===== src/rtl/axil_reg_slave.sv =====
// AXI4-Lite slave bridging a host interconnect onto the on-chip REG_BUS.
// Writes become a single-cycle WREN; reads become a single-cycle RDEN followed
// by a bounded wait for RVLD. The write and read paths are fully independent.
module axil_reg_slave #(
  parameter int unsigned P_ADDR_WIDTH = 16,
  parameter int unsigned P_TIMEOUT    = 255
) (
  input  logic                    CLK,
  input  logic                    RST,
  // write address channel
  input  logic [31:0]             awaddr,
  input  logic [2:0]              awprot,
  input  logic                    awvalid,
  output logic                    awready,
  // write data channel
  input  logic [31:0]             wdata,
  input  logic [3:0]              wstrb,
  input  logic                    wvalid,
  output logic                    wready,
  // write response channel
  output logic [1:0]              bresp,
  output logic                    bvalid,
  input  logic                    bready,
  // read address channel
  input  logic [31:0]             araddr,
  input  logic [2:0]              arprot,
  input  logic                    arvalid,
  output logic                    arready,
  // read data channel
  output logic [31:0]             rdata,
  output logic [1:0]              rresp,
  output logic                    rvalid,
  input  logic                    rready,
  // REG_BUS master side
  output logic                    WREN,
  output logic [P_ADDR_WIDTH-1:0] WADR,
  output logic [31:0]             WDAT,
  output logic                    RDEN,
  output logic [P_ADDR_WIDTH-1:0] RADR,
  input  logic [31:0]             RDAT,
  input  logic                    RVLD
);

  localparam logic [1:0] W_IDLE  = 2'd0;
  localparam logic [1:0] W_ISSUE = 2'd1;
  localparam logic [1:0] W_RESP  = 2'd2;

  localparam logic [1:0] R_IDLE  = 2'd0;
  localparam logic [1:0] R_ISSUE = 2'd1;
  localparam logic [1:0] R_WAIT  = 2'd2;
  localparam logic [1:0] R_RESP  = 2'd3;

  localparam logic [1:0]  RESP_OKAY   = 2'b00;
  localparam logic [1:0]  RESP_SLVERR = 2'b10;
  localparam logic [31:0] ERR_DATA    = 32'hDEAD_BEEF;

  // Byte-address bits above the REG_BUS window; any of them set is an error.
  localparam logic [31:0] ADDR_OOB_MASK = ~((32'd1 << (P_ADDR_WIDTH + 2)) - 32'd1);
  // Counter value on the last R_WAIT cycle that may still accept RVLD.
  localparam logic [15:0] TIMEOUT_LAST  = 16'(P_TIMEOUT - 1);

  // ---------------------------------------------------------------------------
  // Write path
  // ---------------------------------------------------------------------------
  logic [1:0]              w_state_q, w_state_d;
  logic                    aw_held_q, aw_held_d;
  logic                    w_held_q, w_held_d;
  logic [31:0]             awaddr_q, awaddr_d;
  logic [31:0]             wdata_q, wdata_d;
  logic [3:0]              wstrb_q, wstrb_d;
  logic [P_ADDR_WIDTH-1:0] wadr_q, wadr_d;
  logic [31:0]             wdat_q, wdat_d;
  logic [1:0]              bresp_q, bresp_d;

  logic        aw_hs, w_hs, w_err;
  logic [31:0] aw_sel, w_sel;
  logic [3:0]  strb_sel;

  assign awready = ~RST & (w_state_q == W_IDLE) & ~aw_held_q;
  assign wready  = ~RST & (w_state_q == W_IDLE) & ~w_held_q;
  assign bvalid  = ~RST & (w_state_q == W_RESP);
  assign WREN    = ~RST & (w_state_q == W_ISSUE);
  assign bresp   = bresp_q;
  assign WADR    = wadr_q;
  assign WDAT    = wdat_q;

  assign aw_hs = awvalid & awready;
  assign w_hs  = wvalid & wready;

  // Use the live channel value in the cycle it is accepted, else the held copy,
  // so the decision can be made in the same cycle as the last handshake.
  assign aw_sel   = aw_held_q ? awaddr_q : awaddr;
  assign w_sel    = w_held_q ? wdata_q : wdata;
  assign strb_sel = w_held_q ? wstrb_q : wstrb;
  assign w_err    = (strb_sel != 4'hF) | (|(aw_sel & ADDR_OOB_MASK));

  // Write FSM next state: capture AW/W independently, then issue or reject.
  always_comb begin
    w_state_d = w_state_q;
    aw_held_d = aw_held_q;
    w_held_d  = w_held_q;
    awaddr_d  = awaddr_q;
    wdata_d   = wdata_q;
    wstrb_d   = wstrb_q;
    wadr_d    = wadr_q;
    wdat_d    = wdat_q;
    bresp_d   = bresp_q;
    case (w_state_q)
      W_IDLE: begin
        if (aw_hs) begin
          aw_held_d = 1'b1;
          awaddr_d  = awaddr;
        end
        if (w_hs) begin
          w_held_d = 1'b1;
          wdata_d  = wdata;
          wstrb_d  = wstrb;
        end
        if ((aw_held_q | aw_hs) & (w_held_q | w_hs)) begin
          if (w_err) begin
            w_state_d = W_RESP;
            bresp_d   = RESP_SLVERR;
          end else begin
            w_state_d = W_ISSUE;
            wadr_d    = aw_sel[P_ADDR_WIDTH+1:2];
            wdat_d    = w_sel;
          end
        end
      end
      W_ISSUE: begin
        w_state_d = W_RESP;
        bresp_d   = RESP_OKAY;
      end
      W_RESP: begin
        if (bready) begin
          w_state_d = W_IDLE;
          aw_held_d = 1'b0;
          w_held_d  = 1'b0;
        end
      end
      default: w_state_d = W_IDLE;
    endcase
  end

  // Write path registers with synchronous reset.
  always_ff @(posedge CLK) begin
    if (RST) begin
      w_state_q <= W_IDLE;
      aw_held_q <= 1'b0;
      w_held_q  <= 1'b0;
      awaddr_q  <= '0;
      wdata_q   <= '0;
      wstrb_q   <= '0;
      wadr_q    <= '0;
      wdat_q    <= '0;
      bresp_q   <= RESP_OKAY;
    end else begin
      w_state_q <= w_state_d;
      aw_held_q <= aw_held_d;
      w_held_q  <= w_held_d;
      awaddr_q  <= awaddr_d;
      wdata_q   <= wdata_d;
      wstrb_q   <= wstrb_d;
      wadr_q    <= wadr_d;
      wdat_q    <= wdat_d;
      bresp_q   <= bresp_d;
    end
  end

  // ---------------------------------------------------------------------------
  // Read path
  // ---------------------------------------------------------------------------
  logic [1:0]              r_state_q, r_state_d;
  logic [P_ADDR_WIDTH-1:0] radr_q, radr_d;
  logic [31:0]             rdata_q, rdata_d;
  logic [1:0]              rresp_q, rresp_d;
  logic [15:0]             cnt_q, cnt_d;
  logic                    ar_hs;

  assign arready = ~RST & (r_state_q == R_IDLE);
  assign rvalid  = ~RST & (r_state_q == R_RESP);
  assign RDEN    = ~RST & (r_state_q == R_ISSUE);
  assign RADR    = radr_q;
  assign rdata   = rdata_q;
  assign rresp   = rresp_q;

  assign ar_hs = arvalid & arready;

  // Read FSM next state: issue RDEN, wait for RVLD with timeout, respond.
  always_comb begin
    r_state_d = r_state_q;
    radr_d    = radr_q;
    rdata_d   = rdata_q;
    rresp_d   = rresp_q;
    cnt_d     = cnt_q;
    case (r_state_q)
      R_IDLE: begin
        if (ar_hs) begin
          if (|(araddr & ADDR_OOB_MASK)) begin
            r_state_d = R_RESP;
            rresp_d   = RESP_SLVERR;
            rdata_d   = ERR_DATA;
          end else begin
            r_state_d = R_ISSUE;
            radr_d    = araddr[P_ADDR_WIDTH+1:2];
          end
        end
      end
      R_ISSUE: begin
        cnt_d = '0;
        if (RVLD) begin
          r_state_d = R_RESP;
          rdata_d   = RDAT;
          rresp_d   = RESP_OKAY;
        end else begin
          r_state_d = R_WAIT;
        end
      end
      R_WAIT: begin
        cnt_d = cnt_q + 16'd1;
        if (RVLD) begin
          r_state_d = R_RESP;
          rdata_d   = RDAT;
          rresp_d   = RESP_OKAY;
        end else if (cnt_q == TIMEOUT_LAST) begin
          r_state_d = R_RESP;
          rdata_d   = ERR_DATA;
          rresp_d   = RESP_SLVERR;
        end
      end
      R_RESP: begin
        if (rready) r_state_d = R_IDLE;
      end
      default: r_state_d = R_IDLE;
    endcase
  end

  // Read path registers with synchronous reset.
  always_ff @(posedge CLK) begin
    if (RST) begin
      r_state_q <= R_IDLE;
      radr_q    <= '0;
      rdata_q   <= '0;
      rresp_q   <= RESP_OKAY;
      cnt_q     <= '0;
    end else begin
      r_state_q <= r_state_d;
      radr_q    <= radr_d;
      rdata_q   <= rdata_d;
      rresp_q   <= rresp_d;
      cnt_q     <= cnt_d;
    end
  end

  // Protection bits and byte-lane address bits carry no meaning on REG_BUS.
  logic unused_bits;
  assign unused_bits = ^{awprot, arprot, aw_sel[1:0], araddr[1:0]};

endmodule


===== config.mk =====
export PLATFORM = sky130hd
export DESIGN_NAME = axil_reg_slave
export DESIGN_NICKNAME = d
export VERILOG_FILES = /design/src/rtl/axil_reg_slave.sv
export SDC_FILE = /design/constraint.sdc
export NUM_CORES = 1
export LEC_CHECK = 0
export ABC_AREA = 1
export CORE_ASPECT_RATIO = 0.9
export CORE_MARGIN = 10
export CORE_UTILIZATION = 52
export CTS_BUF_LIST = sky130_fd_sc_hd__clkbuf_2 sky130_fd_sc_hd__clkbuf_4 sky130_fd_sc_hd__clkbuf_8
export DETAILED_ROUTE_END_ITERATION = 7
export PLACE_DENSITY = 0.85
export SLEW_MARGIN = 20
export SYNTH_ARGS = -nofsm -noshare
export SYNTH_HDL_FRONTEND = slang
export SYNTH_SLANG_ARGS = --single-unit

===== constraint.sdc =====
create_clock -name CLK -period 6 [get_ports CLK]
set_clock_uncertainty 0.05 [all_clocks]
set_input_delay 1.2 -clock CLK [delete_from_list [all_inputs] [get_ports CLK]]
set_output_delay 1.2 -clock CLK [all_outputs]
set_load 0.02 [all_outputs]

==> flow_metrics.py <==
metrics = {
    "run_status": {
        "status": "finished, final reports clean",
    },
    "grt": {
        "grt_pass1_wl_um": 38300,
        "grt_max_degree": 74,
        "antenna_found_initial": 0,
        "overflow": 0,
        "grt.total_usage": 0.210,
        "grt_pass1_vias": 7567,
    },
    "placed_design": {
        "gp_congestion": 0.821,
        "portBuffers": 240,
        "pre_cts_ws_ns": 1.58,
        "dp_hpwl_um": 17100,
    },
    "logic_synthesis": {
        "yosysWarnings": 0,
        "postSynthAreaPerCell_um2": 6.42,
        "muxShareOfSynthArea": 0,
        "synth_top_family_by_area": "simple AND/OR/NAND/NOR gates",
        "ys_types": 31,
        "yosysSeqAreaShare": 0.435,
        "synthSimpleGateAreaFrac": 0.310,
        "ys_ff_latch": 186,
        "synth.cell_area_um2": 8550,
        "synth_fa_ha_area_frac": 0.0117,
        "synth-xor-area-share": 0.00205,
        "synthCells": 1332,
        "synth-compound-area-share": 0.123,
    },
    "sta": {
        "rsz0062_at_grt": "no",
        "fin_hold_ws_ns": 0.403,
        "worst_pin_slew_ns": 0.981,
        "hold_viol": 0,
        "fin_crit_sh": 0.733,
        "setup_slack_ns": 1.60,
        "setup_viol": 0,
        "maxSlewHeadroom": 0.345,
        "slew_viol_final": 0,
        "max_freq_mhz": 227,
        "post-route-min-period_ns": 4.40,
        "tns_ns": 0,
    },
    "route": {
        "totalWireLength_um": 24400,
        "drt_iter0_drc": 574,
        "drt_first_pass_iters": 5,
        "vias": 8457,
        "vias_per_cell": 4.85,
        "drc": 0,
        "final_antenna_net_count": 0,
        "wire_per_inst_um": 14.0,
    },
    "pwr": {
        "seqPwrFrac": 0.396,
        "power_frac_clock": 0.239,
        "switchingPower_mw": 1.42,
        "power.internal_mw": 2.34,
        "vdd_ir_drop_max_v": 0.000266,
        "p_leak_nw": 5.07,
        "combPwrFrac": 0.364,
        "switching_share": 0.377,
        "powerDensity_nw_per_um2": 330,
    },
    "setup_path": {
        "startpoint": "RST",
        "worstPathRequired_ns": 4.75,
        "rr_startpoint": "w_held_q$_SDFFE_PP0P_",
        "critPathKind": "primary input to primary output",
        "start_kind": "primary input",
        "critPathMaxFanout": 46,
        "setup.worst_path.end_class": "primary output",
        "worstPathArrival_ns": 3.15,
    },
    "job": {
        "cap_violations": 0,
    },
    "clock_tree": {
        "path_clk_slew_ns": 0.09,
        "cts_sinks": 186,
        "htree_levels": 4,
        "clk-insertion-delay-late_ns": 0.46,
        "cts_setup_buffers": 0,
        "cts.root.buffer_cell": "clkbuf_8",
        "cts_tree": "built",
        "cts_hold_buf": 0,
        "post_cts_resized": 0,
        "numCtsBuffers": 17,
        "clk_path_buf_depth": 2,
    },
    "cells_and_area": {
        "multi_input_area_um2": 3830,
        "final_cell_mix": "nand2_1, nor2_1, clkdlybuf4s50_1",
        "fin_nets": 1678,
        "fin_util": 0.704,
        "diodes": 0,
        "regArea_um2": 3730,
        "drive_gt1_frac": 0.0332,
        "syn_to_final_growth_pct": 32.8,
        "nFillCells": 1391,
        "final_common_cell": "nand2_1",
    },
    "floorplan": {
        "die_w_um": 155,
        "initial_core_util": 0.530,
        "io_pins": 253,
        "fp-row-count": 44,
        "fp.coreArea_um2": 16100,
        "die_area_um2": 22000,
        "die_h_um": 142,
    },
    "worst_hold_path": {
        "min_from": "wdata_q[12]$_SDFFE_PP0P_",
        "hold_class": "register to register",
    },
}
-- area by class of cell --
cell class              count  area share
inverters                 176      0.0583
multi-input cells         895       0.337
repair buffers            248       0.216
well taps                 207      0.0228
clock inverters            14      0.0166
flip-flops and latches    186       0.328
clock buffers              17      0.0206
-- worst max-delay path, cell delays in order --
cell	delay, ns
buf_2	0.11
clkinv_2	0.44
nand2_1	0.19
nor2_1	0.43
clkdlybuf4s50_1	0.74
-- power by group through the flow --
stage | Clock [mW] | Sequential, mW | Combinational [mW]
floorplan | 0 | 1.61 | 0.766
global placement | 0 | 1.51 | 1.34
detailed placement | 0 | 1.51 | 1.37
CTS | 0.913 | 1.49 | 1.37
global route | 0.964 | 1.51 | 1.52
finish | 0.898 | 1.49 | 1.37
-- synth_stat cells --
cell type  instances  area [um2]
dfxtp_1          186        3720
nand2_2            1        6.26
nor2_4             1        11.3
clkbuf_2           1        5.00
xnor2_1            1        8.76
inv_1            174         653
clkinv_1           1        3.75
o21ai_0          104         521
nand2_1          322        1210
a21oi_1           98         490
and3_1             1        6.26
o31ai_1            2        15.0
clkbuf_1          48         180
nor3_1             6        30.0
nand4_1            5        31.3
nand3_1           38         190
buf_2             16        80.1
a211oi_1           3        22.5
o211ai_1           1        7.51
nor4_1             1        6.26
nand4_4            1        21.3
conb_1             1        3.75
nand4_2            1        12.5
xor2_1             1        8.76
inv_2              1        3.75
buf_1              5        18.8
or2_2              3        18.8
ha_1               8         100
nor2_1           295        1110
buf_4              3        22.5
buf_6              3        33.8
-- flip-flops by register name, indices dropped and copies added (netlist names), 4 cells and up --
name,count
RADR,16
WADR,16
WDAT,32
awaddr_q,30
cnt_q,16
rdata,32
wdata_q,32
wstrb_q,4
-- through the flow --
step | area [um2] | power (mW) | instances
after global routing | 11400 | 3.99 | 1743
after global placement | 10900 | 2.84 | 1712
after floorplan | 8560 | 2.38 | 1333
after CTS | 11400 | 3.77 | 1743
after detailed placement | 10900 | 2.88 | 1712
final | 11400 | 3.75 | 1743
-- final timing paths --
path	endpoint	slack, ns	depth (start not counted)
setup / recovery	awready	1.60	5
hold / removal	wdata_q[12]$_SDFFE_PP0P_	0.40	2
setup reg to reg	WDAT[10]$_SDFFE_PP0P_	2.76	11
hold reg to reg	wdata_q[12]$_SDFFE_PP0P_	0.40	2
-- layer usage --
layer | routed length [um] | up-vias | track usage | share of wire
met3 | 1500 | 26 | 0.0493 | 0.062
met4 | 388 | 0 | 0.0630 | 0.016
met1 | 10500 | 3782 | 0.264 | 0.43
met2 | 12000 | 212 | 0.351 | 0.49
li1 | - | 4437 | - | -
met5 | 0 | - | 0 | 0
-- cell families after synthesis --
| group | Yosys count |
|---|---|
| simple gates | 675 |
| buf+inv | 252 |
| compound gates | 208 |
| flops | 186 |
| fa+ha+maj | 8 |
| xor+xnor | 2 |
| other cells | 1 |
(Power assumes the default switching activity.)
